--- src/rtl/fifo_rd_stream.sv ---
// fifo_rd_stream: drains the async FIFO read port into a 2-entry valid/ready output buffer
module fifo_rd_stream #(
    parameter int DSIZE = 32,
    parameter int CNT_W = 16
) (
    input  logic             rclk,
    input  logic             rrst,
    input  logic             rempty,
    input  logic [DSIZE-1:0] rdata,
    output logic             rinc,
    output logic             m_valid,
    output logic [DSIZE-1:0] m_data,
    input  logic             m_ready,
    output logic [1:0]       occ,
    output logic [CNT_W-1:0] beats
);
    logic [DSIZE-1:0] head, tail;
    logic push, pop;
    // push depends only on registered occ, so m_ready never reaches rinc
    assign push    = !rrst && !rempty && (occ != 2'd2);
    assign pop     = m_valid && m_ready;
    assign rinc    = push;
    assign m_valid = occ != 2'd0;
    assign m_data  = head;
    always_ff @(posedge rclk or posedge rrst) begin
        if (rrst) begin
            head  <= '0;
            tail  <= '0;
            occ   <= '0;
            beats <= '0;
        end else begin
            if (push && (occ == 2'd0 || pop))
                head <= rdata;
            else if (pop && occ == 2'd2)
                head <= tail;
            if (push && !pop && occ == 2'd1)
                tail <= rdata;
            occ <= occ + 2'(push) - 2'(pop);
            if (pop)
                beats <= beats + CNT_W'(1);
        end
    end
endmodule
--- config.mk ---
export PLATFORM = sky130hd
export DESIGN_NAME = fifo_rd_stream
export DESIGN_NICKNAME = d
export VERILOG_FILES = /design/src/rtl/fifo_rd_stream.sv
export SDC_FILE = /design/constraint.sdc
export NUM_CORES = 1
export LEC_CHECK = 0
export ABC_AREA = 1
export CAP_MARGIN = 20
export CORE_MARGIN = 8
export CORE_UTILIZATION = 50
export DETAILED_ROUTE_END_ITERATION = 12
export DONT_BUFFER_PORTS = 1
export GPL_ROUTABILITY_DRIVEN = 0
export HOLD_SLACK_MARGIN = 0.12
export PLACE_DENSITY = 0.73
export SLEW_MARGIN = 30
export SYNTH_ARGS = -nofsm -noshare
export SYNTH_HDL_FRONTEND = slang
export SYNTH_SLANG_ARGS = --single-unit
--- constraint.sdc ---
create_clock -name rclk -period 2.7 [get_ports rclk]
set_clock_uncertainty 0.15 [all_clocks]
set_input_delay 0.135 -clock rclk [delete_from_list [all_inputs] [get_ports rclk]]
set_output_delay 0.135 -clock rclk [all_outputs]
set_load 0.02 [all_outputs]
==> flow_metrics.env <==
export IMPL_ys_flop_type="dfrtp_1"
export IMPL_antenna_found_initial=0
export IMPL_yosysTopAreaCellShare=0.553
export IMPL_dr_pass1_iters=4
export IMPL_synth_top_cell_by_area="dfrtp_1"
export IMPL_yosysSeqAreaShare=0.553
export IMPL_drive_above_1_share=0.110
export IMPL_areaGrowthSynthToFinish_pct=16.7
export IMPL_synth_commonest_cells="nand2_1 (101), dfrtp_1 (82), inv_1 (44)"
export IMPL_final_cell_area_sq_mm=0.00433
export IMPL_clockBufferDepth=2
export IMPL_clk_pin_slew_ps=80
export IMPL_globalRouteTotalUtil=0.170
export IMPL_drc=0
export IMPL_cts_tree="done"
export IMPL_end_kind="flop"
export IMPL_timing_slew_headroom=0.529
export IMPL_rsz0062_at_grt="no"
export IMPL_io_pins=88
export IMPL_wl_mm=8.45
export IMPL_critPathMaxStageDelay_ps=520
export IMPL_cts_buffers=9
export IMPL_path_depth=7
export IMPL_path_max_fanout=64
export IMPL_layout_nets=470
export IMPL_hold_path_class="in2async"
export IMPL_synth_cell_types=27
export IMPL_crit_family="simple AND/OR/NAND/NOR gates"
export IMPL_num_rows=31
export IMPL_cts_resized=0
export IMPL_async_flop_share=1.00
export IMPL_grt_pass1_wl_mm=14.0
export IMPL_max_slew_worst_pin_slew_ps=706
export IMPL_die_area_sq_mm=0.0104
export IMPL_vias_per_cell=5.21
export IMPL_grt_max_degree=65
export IMPL_n_antenna_cell=0
export IMPL_r2r_start="occ[0]$_DFF_PP0_"
export IMPL_dp_hpwl_mm=5.42
export IMPL_fp_dieH_um=102
export IMPL_core_area_sq_mm=0.00721
export IMPL_synth_area_per_cell_sq_um=9.29
export IMPL_arrival_ps=2020
export IMPL_drt_iter0_markers=80
export IMPL_status="finished, final reports clean"
export IMPL_wl_per_cell_um=15.8
export IMPL_synth_most_common_cell="nand2_1"
export IMPL_finalSetupViolations=0
export IMPL_critPathKind="reg2reg"
export IMPL_crit_chain="inv_2 > nand2_1 > nand2_1 > inv_2 > nand2_4 > nand3_1 > o211ai_2"
export IMPL_critPathRequiredTime_ps=2750
export IMPL_clock_latency_ps=340
export IMPL_syn_area_sq_mm=0.00371
export IMPL_syn_inst=399
export IMPL_critical_path_endpoint="m_data[20]$_DFFE_PP0P_"
export IMPL_slew_violations=0
export IMPL_cp_slowest_cell="dfrtp_1"
export IMPL_worstSetupStartpoint="occ[0]$_DFF_PP0_"
export IMPL_reg2reg_to="m_data[20]$_DFFE_PP0P_"
export IMPL_hold_viol=0
export IMPL_cp_start_kind="flop"
export IMPL_timing_final_crit_share=0.732
export IMPL_postSynthRegisterBits=82
export IMPL_synthTopCellsByArea="dfrtp_1 (55%), nand2_1 (10%), nand3_1 (5.0%), inv_1 (4.5%), o211ai_1 (4.5%)"
export IMPL_grt_pass1_vias=2827
export IMPL_root_buffer="clkbuf_8"
export IMPL_grt_ovfl_total=0
export IMPL_fmax_mhz=506
export IMPL_postRouteAntennaNets=0
export IMPL_initial_utilization=0.514
export IMPL_cp_num_buf_inv=2
export IMPL_synth_nets=438
export IMPL_leakagePower_nw=2.08
export IMPL_fin_crit_ps=1980
export IMPL_rrSetupSlack_ps=720
export IMPL_htreeDepth=3
export IMPL_numPortBuffers=0
export IMPL_placed_cell_area_sq_mm=0.00378
export IMPL_power_mw=4.39
export IMPL_cts_sinks=82
export IMPL_die_x_um=102
export IMPL_ir_worst_vdd_mv=0.553
export IMPL_yosysWarningCount=0
export IMPL_drv_cap=0
export IMPL_powerDensity_mw_per_mm2=1010
export IMPL_fin_tns_setup_ps=0
export IMPL_vias=2787
export IMPL_r2r_worst_path_cells=7
export IMPL_synth_edf_count=0
sequential cells by signal, indices dropped and copies added, names as in the netlist:
register  count
beats        16
m_data       32
occ           2
tail         32
cell usage in the layout, fill, tap and decap left out:
cell type	count
bufinv_16	1
o211ai_1	22
clkinv_2	4
o21ai_1	7
o211ai_2	10
buf_4	4
clkinvlp_4	1
nor2_4	3
nand3_2	1
nand4_1	3
inv_1	43
xnor2_1	4
clkbuf_8	11
nor2_2	1
xor2_1	7
nor2_1	15
ha_1	3
nand3b_1	3
dlygate4sd3_1	34
o21a_4	1
dfrtp_1	82
nand2_1	101
inv_2	5
nand3_4	1
nand2_2	2
o21ai_0	26
nand3_1	37
buf_12	1
nor3_1	1
nand2_4	2
logic make-up after synthesis:
kind of cell,after synthesis,share of synthesized area
fa+ha+maj,3,0.0101
buf+inv,67,0.0762
xor+xnor,11,0.0260
flops,82,0.553
simple gates,170,0.207
compound gates,66,0.127
layer usage:
metal  part of all wire  track usage  vias to the layer above
met5                  0            0                        -
met4              0.011       0.0564                        0
met3              0.093       0.0674                       11
met2               0.49        0.277                       85
met1               0.41        0.199                     1331
li1                   -            -                     1360
how the worst min path moves through the flow:
stage,endpoint,slack [ps]
after CTS,beats[0]$_DFFE_PP0P_,140
after floorplan,tail[5]$_DFFE_PP0P_,140
final,beats[0]$_DFFE_PP0P_,150
after detailed placement,beats[0]$_DFFE_PP0P_,-60
after global placement,occ[0]$_DFF_PP0_,-70
after global routing,occ[0]$_DFF_PP0_,150
timing repair:
| action | 4_1_cts | 5_1_grt |
|---|---|---|
| hold buffers | 34 | 0 |
| buffers inserted | 0 | 0 |
| hold endpoints to repair | 162 | 0 |
stage by stage:
stage,worst slack [ps],hold slack [ps],cells,util
6_report,723,152,535,0.600
5_1_grt,554,154,535,0.600
4_1_cts,716,139,535,0.600
3_5_place_dp,736,-63.8,485,0.525
3_3_place_gp,805,-72.1,485,0.525
2_1_floorplan,307,137,399,-
area by class of cell:
class	count	area, sq um
multi-input cells	250	1370
well taps	99	124
clock buffers	11	151
repair buffers	39	390
flip-flops and latches	82	2050
clock inverters	5	52.6
fillers	642	2890
inverters	49	185
power breakdown:
| group | leakage (nW) | total [mW] | internal [mW] | switching, mW |
|---|---|---|---|---|
| clock network | 0.105 | 0.900 | 0.473 | 0.427 |
| registers | 1.04 | 2.43 | 1.72 | 0.707 |
| logic | 0.937 | 1.06 | 0.446 | 0.616 |
No activity file was read; power rests on OpenSTA's default activity.
